File: config.mk
export PLATFORM = sky130hd
export DESIGN_NAME = snake_body_ctrl
export DESIGN_NICKNAME = d
export VERILOG_FILES = /design/src/rtl/snake_pkg.sv /design/src/rtl/snake_hit_detect.sv /design/src/rtl/snake_body_ctrl.sv
export SDC_FILE = /design/constraint.sdc
export NUM_CORES = 2
export LEC_CHECK = 0
export CELL_PAD_IN_SITES_DETAIL_PLACEMENT = 0
export CELL_PAD_IN_SITES_GLOBAL_PLACEMENT = 1
export CORE_AREA = 5 5 473 475
export CTS_BUF_LIST = sky130_fd_sc_hd__clkbuf_4
export CTS_CLUSTER_SIZE = 40
export DETAILED_ROUTE_END_ITERATION = 6
export DIE_AREA = 0 0 478 480
export PLACE_DENSITY_LB_ADDON = 0.1
export SYNTH_ARGS = -nofsm -noshare
export SYNTH_HDL_FRONTEND = slang
export SYNTH_SLANG_ARGS = --single-unit
File: constraint.sdc
create_clock -name i_Clk -period 4.2 [get_ports i_Clk]
set_clock_uncertainty 0.2 [all_clocks]
set_input_delay 0.63 -clock i_Clk [delete_from_list [all_inputs] [get_ports i_Clk]]
set_output_delay 0.63 -clock i_Clk [all_outputs]
set_load 0.01 [all_outputs]
File: src/rtl/snake_pkg.sv
// Shared snake-game definitions: direction codes, body FSM states and default
// playfield/body dimensions used by the body controller, item generator and renderer.
package snake_pkg;

  localparam int XSIZE_DEF    = 48;
  localparam int YSIZE_DEF    = 64;
  localparam int MAX_SIZE_DEF = 100;
  localparam int COORD_W      = 6;
  localparam int SIZE_W       = 12;

  typedef enum logic [1:0] {
    DIR_UP    = 2'd0,
    DIR_DOWN  = 2'd1,
    DIR_LEFT  = 2'd2,
    DIR_RIGHT = 2'd3
  } dir_t;

  typedef enum logic [1:0] {
    S_IDLE  = 2'd0,
    S_CHECK = 2'd1,
    S_SHIFT = 2'd2,
    S_OVER  = 2'd3
  } state_t;

  // Opposite directions differ only in the low bit of the encoding.
  function automatic dir_t reverse_dir(input dir_t d);
    return dir_t'(d ^ 2'b01);
  endfunction

endpackage

File: src/rtl/snake_hit_detect.sv
// Combinational check of one cell against the first len segments of a packed body.
module snake_hit_detect
  import snake_pkg::*;
#(
  parameter int MAX_SIZE = MAX_SIZE_DEF
) (
  input  logic [COORD_W-1:0]          x,
  input  logic [COORD_W-1:0]          y,
  input  logic [MAX_SIZE*COORD_W-1:0] body_x,
  input  logic [MAX_SIZE*COORD_W-1:0] body_y,
  input  logic [SIZE_W-1:0]           len,
  output logic                        hit
);

  always_comb begin
    hit = 1'b0;
    for (int k = 0; k < MAX_SIZE; k++) begin
      if ((SIZE_W'(k) < len) &&
          (body_x[k*COORD_W +: COORD_W] == x) &&
          (body_y[k*COORD_W +: COORD_W] == y))
        hit = 1'b1;
    end
  end

endmodule

File: src/rtl/snake_body_ctrl.sv
// Snake body controller: per tick, steps the head, checks wall/self/item hits,
// then shifts the segment array and grows on an eaten item.
module snake_body_ctrl
  import snake_pkg::*;
#(
  parameter int XSIZE     = XSIZE_DEF,
  parameter int YSIZE     = YSIZE_DEF,
  parameter int MAX_SIZE  = MAX_SIZE_DEF,
  parameter int INIT_SIZE = 3
) (
  input  logic                        i_Clk,
  input  logic                        i_Rst,
  input  logic                        i_Tick,
  input  logic [1:0]                  i_Dir,
  input  logic [5:0]                  i_Item_x,
  input  logic [5:0]                  i_Item_y,
  input  logic                        i_Item_valid,
  output logic [MAX_SIZE*COORD_W-1:0] o_Body_x,
  output logic [MAX_SIZE*COORD_W-1:0] o_Body_y,
  output logic [SIZE_W-1:0]           o_Body_size,
  output logic                        o_Eat,
  output logic                        o_Game_over,
  output logic                        o_Busy
);

  localparam int BW = MAX_SIZE * COORD_W;
  localparam logic [6:0] XLIM = 7'(XSIZE);
  localparam logic [6:0] YLIM = 7'(YSIZE);

  function automatic logic [BW-1:0] init_body(input logic is_x);
    logic [BW-1:0] v;
    v = '0;
    for (int k = 0; k < INIT_SIZE; k++)
      v[k*COORD_W +: COORD_W] = is_x ? COORD_W'(XSIZE/2 - k) : COORD_W'(YSIZE/2);
    return v;
  endfunction

  localparam logic [BW-1:0] INIT_X = init_body(1'b1);
  localparam logic [BW-1:0] INIT_Y = init_body(1'b0);

  // Head step in 7-bit signed space so -1 and XSIZE/YSIZE stay distinguishable.
  function automatic logic signed [6:0] step_coord(input logic [5:0] c,
                                                   input logic signed [1:0] d);
    return $signed({1'b0, c}) + $signed({{5{d[1]}}, d});
  endfunction

  state_t                   state_q, state_d;
  dir_t                     dir_q, dir_sel;
  logic [BW-1:0]            body_x_q, body_y_q;
  logic [SIZE_W-1:0]        size_q;
  logic                     eat_q;
  logic                     item_vld_q;
  logic [5:0]               item_x_q, item_y_q;
  logic signed [1:0]        dx, dy;
  logic signed [6:0]        hd_x_p0, hd_y_p0;
  logic [6:0]               hx_u, hy_u;
  logic                     eat_p1;
  logic                     wall, eat_now, self_hit;
  logic [SIZE_W-1:0]        self_len;

  assign dir_sel = (dir_t'(i_Dir) == reverse_dir(dir_q)) ? dir_q : dir_t'(i_Dir);

  always_comb begin
    dx = 2'sb00;
    dy = 2'sb00;
    case (dir_sel)
      DIR_UP:    dy = 2'sb11;
      DIR_DOWN:  dy = 2'sb01;
      DIR_LEFT:  dx = 2'sb11;
      DIR_RIGHT: dx = 2'sb01;
      default:   ;
    endcase
  end

  assign hx_u = hd_x_p0;
  assign hy_u = hd_y_p0;

  // A negative result sets bit 6; y = 64 also lands there since YSIZE fills 6 bits.
  assign wall = hd_x_p0[6] || (hx_u >= XLIM) || hd_y_p0[6] || (hy_u >= YLIM);
  assign eat_now  = item_vld_q && (hx_u == {1'b0, item_x_q}) && (hy_u == {1'b0, item_y_q});
  assign self_len = eat_now ? size_q : size_q - 12'd1;

  snake_hit_detect #(
    .MAX_SIZE (MAX_SIZE)
  ) u_self_hit (
    .x      (hx_u[5:0]),
    .y      (hy_u[5:0]),
    .body_x (body_x_q),
    .body_y (body_y_q),
    .len    (self_len),
    .hit    (self_hit)
  );

  always_comb begin
    state_d = state_q;
    case (state_q)
      S_IDLE:  if (i_Tick) state_d = S_CHECK;
      S_CHECK: state_d = (wall || self_hit) ? S_OVER : S_SHIFT;
      S_SHIFT: state_d = S_IDLE;
      S_OVER:  state_d = S_OVER;
      default: state_d = S_IDLE;
    endcase
  end

  // Stage p0: next head registered on the accepted tick.
  always_ff @(posedge i_Clk) begin
    if (state_q == S_IDLE && i_Tick) begin
      hd_x_p0 <= step_coord(body_x_q[COORD_W-1:0], dx);
      hd_y_p0 <= step_coord(body_y_q[COORD_W-1:0], dy);
    end
    if (i_Item_valid) begin
      item_x_q <= i_Item_x;
      item_y_q <= i_Item_y;
    end
  end

  always_ff @(posedge i_Clk or negedge i_Rst) begin
    if (!i_Rst) begin
      state_q    <= S_IDLE;
      dir_q      <= DIR_RIGHT;
      body_x_q   <= INIT_X;
      body_y_q   <= INIT_Y;
      size_q     <= SIZE_W'(INIT_SIZE);
      eat_q      <= 1'b0;
      eat_p1     <= 1'b0;
      item_vld_q <= 1'b0;
    end else begin
      state_q <= state_d;
      eat_q   <= 1'b0;
      if (i_Item_valid)
        item_vld_q <= 1'b1;
      else if (eat_q)
        item_vld_q <= 1'b0;
      case (state_q)
        S_IDLE:  if (i_Tick) dir_q <= dir_sel;
        // Stage p1: eat decision carried into the shift.
        S_CHECK: eat_p1 <= eat_now;
        S_SHIFT: begin
          body_x_q <= {body_x_q[BW-COORD_W-1:0], hx_u[5:0]};
          body_y_q <= {body_y_q[BW-COORD_W-1:0], hy_u[5:0]};
          if (eat_p1 && size_q < SIZE_W'(MAX_SIZE))
            size_q <= size_q + 12'd1;
          eat_q <= eat_p1;
        end
        default: ;
      endcase
    end
  end

  assign o_Body_x    = body_x_q;
  assign o_Body_y    = body_y_q;
  assign o_Body_size = size_q;
  assign o_Eat       = eat_q;
  assign o_Game_over = (state_q == S_OVER);
  assign o_Busy      = (state_q == S_CHECK) || (state_q == S_SHIFT);

endmodule

==> out/qor.log <==
[status] result of the run finished clean
[logic_synthesis] number of flops mapped to enable cells by yosys 26
[sta] Relative slew margins 22.5%
[logic_synthesis] largest area contributor in the netlist dfrtp_1
[grt] largest net degree at the start of global routing 135
[drt] detailed-route wire length per cell 33.9 um
[setup_path] category of the worst setup path launch point flip-flop
[logic_synthesis] Post-Synthesis Net Count 4794
[hold_path] Cells on Worst Hold Path 0
[final_layout] net total in the final layout 6350
[logic_synthesis] Seq/Total Area, Yosys 50.7%
[drt] First-pass DRT Iterations 5
[setup_path] type of element capturing the critical path flip-flop
[sta] final count of hold timing violations 0
[sta] setup TNS 0 ps
[logic_synthesis] cell types with the highest counts after synthesis dfrtp_1 (1203), mux2_2 (1203), xor2_1 (719)
[clocking] Max Buffers Root-to-Sink 4
[place] placer's final routability congestion estimate 0.853
[setup_path] startpoint-to-endpoint class of the critical path flip-flop to flip-flop
[place] Post-Place Cells 8772
[drt] DRC violations left 0
[sta] post-route worst hold slack 239 ps
[final_layout] final non-filler cell total 9455
[clocking] # H-tree levels 5
[sta] slew at the pin closest to its max-slew limit 1150 ps
[pwr] P per Cell Area 293 mW/mm2
[drt] via count 47100
[clocking] clock root buffer clkbuf_4
[floorplan] Core Area 0.219 mm2
[pwr] worst IR drop on VDD 0.000278 V
[grt] Overflow after GRT 0
[place] number of buffers added on ports 1232
[grt] number of antenna violations at the first check in global routing 18
[logic_synthesis] fraction of synthesized cell area taken by the top area cell type 48.7%
[logic_synthesis] dominant synthesized flop cell dfrtp_1
[logic_synthesis] total of warnings raised by yosys 0
[setup_path] first element of the critical path item_y_q[0]$_DFFE_PP_
[sta] Final Setup Violations 0
[sta] Max Transition Viols Final 0
[sta] maximum clock rate 252 MHz
[logic_synthesis] Unique masters post-synth 70
[clocking] postcts setup bufs 0
[drt] DRT iter0 DRCs 2667
[grt] gr usage total 27.1%
[drt] vias per std cell 4.98
[floorplan] Die ar. 0.229 mm2
[place] post-detail-place hpwl 241000 um
[grt] vias in the first global route 49500
[setup_path] signal arrival time at the worst endpoint 5020 ps
[floorplan] row count 172
[floorplan] vertical extent of the die 480 um
[clocking] TritonCTS Buffers 388
[floorplan] starting density of the core 28.2%
[drt] total length of routed wires 321000 um
[setup_path] Worst R2R Start item_y_q[0]$_DFFE_PP_
[setup_path] data required time at the worst endpoint 5250 ps
[logic_synthesis] number of register bits inferred by synthesis 1245
[pwr] Static Leakage 37.7 nW
[drt] number of nets still failing antenna checks after routing 0
[clocking] register clock-pin slew on the reported worst setup and hold paths 70 ps
[sta] setup repair after global routing missed its margin no
[final_layout] # fillers 21600
[logic_synthesis] Synth area leaders dfrtp_1 (49%), mux2_2 (22%), xor2_1 (10%)
[hold_path] Hold Crit Start o_Body_size[11]$_DFFE_PN0P_
[grt] global-route wire length before repair 439000 um
[setup_path] count of cells along the worst register-to-register path 13
[sta] final period demand of the worst path 3980 ps
[logic_synthesis] count of mapped cells out of synthesis 4755
[floorplan] number of placed I/O pins 1233
[flow_run] number of violations of the max-capacitance limit 0
[logic_synthesis] Syn Std Cell Area 0.0618 mm2
[setup_path] Crit Path Max Fanout 23
[clocking] Num Clock Sinks 1245
[sta] Period Utilization, post-route 94.7%
[clocking] TritonCTS clock tree yes
[logic_synthesis] Synth async-reset ratio 97.9%
[logic_synthesis] average instance area after synthesis 13.0 um2
[floorplan] die width 478 um
[final_layout] area overhead of the layout relative to synthesis 35.2%
[clocking] insertion delay to the later sink of the worst-skew pair 1380 ps
[hold_path] worst hold path class flip-flop to flip-flop
[final_layout] share of post-route cells with drive strength above 1 30.8%
registers in the layout, summed over array words and instances, names as in the netlist, 2 cells and up:
signal,count
item_y_q,6
o_Body_size,12
hd_x_p0,7
dir_q,2
hd_y_p0,7
o_Body_y,600
o_Body_x,600
item_x_q,6
state_q,2
worst max-delay path: stages, from the launching register on:
cell and delay [ps]:
edfxtp_1 410, xnor2_2 260, nand4_2 200, or4_1 630, buf_12 210, a21oi_1 600, nor2_1 130, buf_4 200
o21ai_0 230, nor4b_1 100, o2111ai_1 150, o22ai_1 130, a21o_1 190, a31oi_1 140
final cells by class:
cell class	count	area, um2	area share [%]
tap	2871	3590	4.30
multi-input combinational	3196	29100	34.9
antenna	10	25.0	0.0300
clock buffer	556	4170	5.00
sequential	1245	31300	37.5
clock inverter	97	510	0.611
inverter	26	97.6	0.117
timing repair buffer	1454	14700	17.6
layout by cell type (no fill, tap or decap), types with 26 or more instances in the layout:
master,Yosys,routed
nand3_1,67,67
xnor2_1,508,508
inv_1,26,26
nor2_1,45,45
buf_4,0,153
a21oi_1,27,27
buf_12,0,50
nand4_1,133,133
edfxtp_1,26,26
dfrtp_1,1203,1203
xor2_1,719,719
clkdlybuf4s50_1,0,1231
clkinv_1,0,80
nor4_1,191,191
mux2_2,1203,1203
clkbuf_4,0,556
o21ai_0,27,27
nor3_1,60,60
nand2_1,43,43
cells by family (layout without fill, tap and decap cells):
| family | after synthesis | count (layout) | share of synthesized area [%] |
|---|---|---|---|
| other | 0 | 10 | 0 |
| xor gates and xnor gates | 1232 | 1232 | 17.5 |
| AOI/OAI and AO/OA | 130 | 130 | 1.43 |
| adders and majority gates | 21 | 21 | 0.449 |
| and+or+nand+nor | 596 | 596 | 5.56 |
| muxes | 1217 | 1217 | 22.2 |
| buffers and inverters | 314 | 2133 | 2.23 |
| DFF | 1245 | 1245 | 50.7 |
final timing paths:
check / to / slack [ps]
max reg2reg: state_q[0]$_DFFE_PN0P_ / 220
max: state_q[0]$_DFFE_PN0P_ / 220
min reg2reg: o_Body_size[11]$_DFFE_PN0P_ / 240
max in group asynchronous: o_Body_x[8]$_DFFE_PN1P_ / 2240
min in group asynchronous: o_Body_x[357]$_DFFE_PN0P_ / 300
min: o_Body_size[11]$_DFFE_PN0P_ / 240
timing repair:
action	CTS	global route
hold buffers	20	0
hold endpoints to repair	1235	0
endpoints found under the setup margin	0	1
gates resized for setup	0	2
stage by stage:
step | util, % | setup slack, ps | total power [W] | cell area, um2
after CTS | 38.2 | 132 | 0.0249 | 83500
after global routing | 38.2 | 70.0 | 0.0256 | 83500
after floorplan | - | 759 | 0.0123 | 61800
final | 38.2 | 224 | 0.0244 | 83500
after global placement | 35.9 | 236 | 0.0126 | 78600
after detailed placement | 35.9 | 201 | 0.0126 | 78600
where the power goes:
part / switching (W) / internal (W) / total (W)
logic: 0.000306 / 0.0000778 / 0.000384
clock network: 0.00570 / 0.00632 / 0.0120
registers: 0.00000560 / 0.0120 / 0.0120
total: 0.00601 / 0.0184 / 0.0244
metal layers:
| metal | part of all wire [%] | wire [um] | GRT usage [%] |
|---|---|---|---|
| met5 | 0.077 | 247 | 0 |
| met4 | 3.2 | 10400 | 8.84 |
| met3 | 6.7 | 21500 | 7.66 |
| met2 | 46 | 147000 | 43.0 |
| met1 | 44 | 142000 | 35.8 |
No activity file was read; power rests on OpenSTA's default activity.
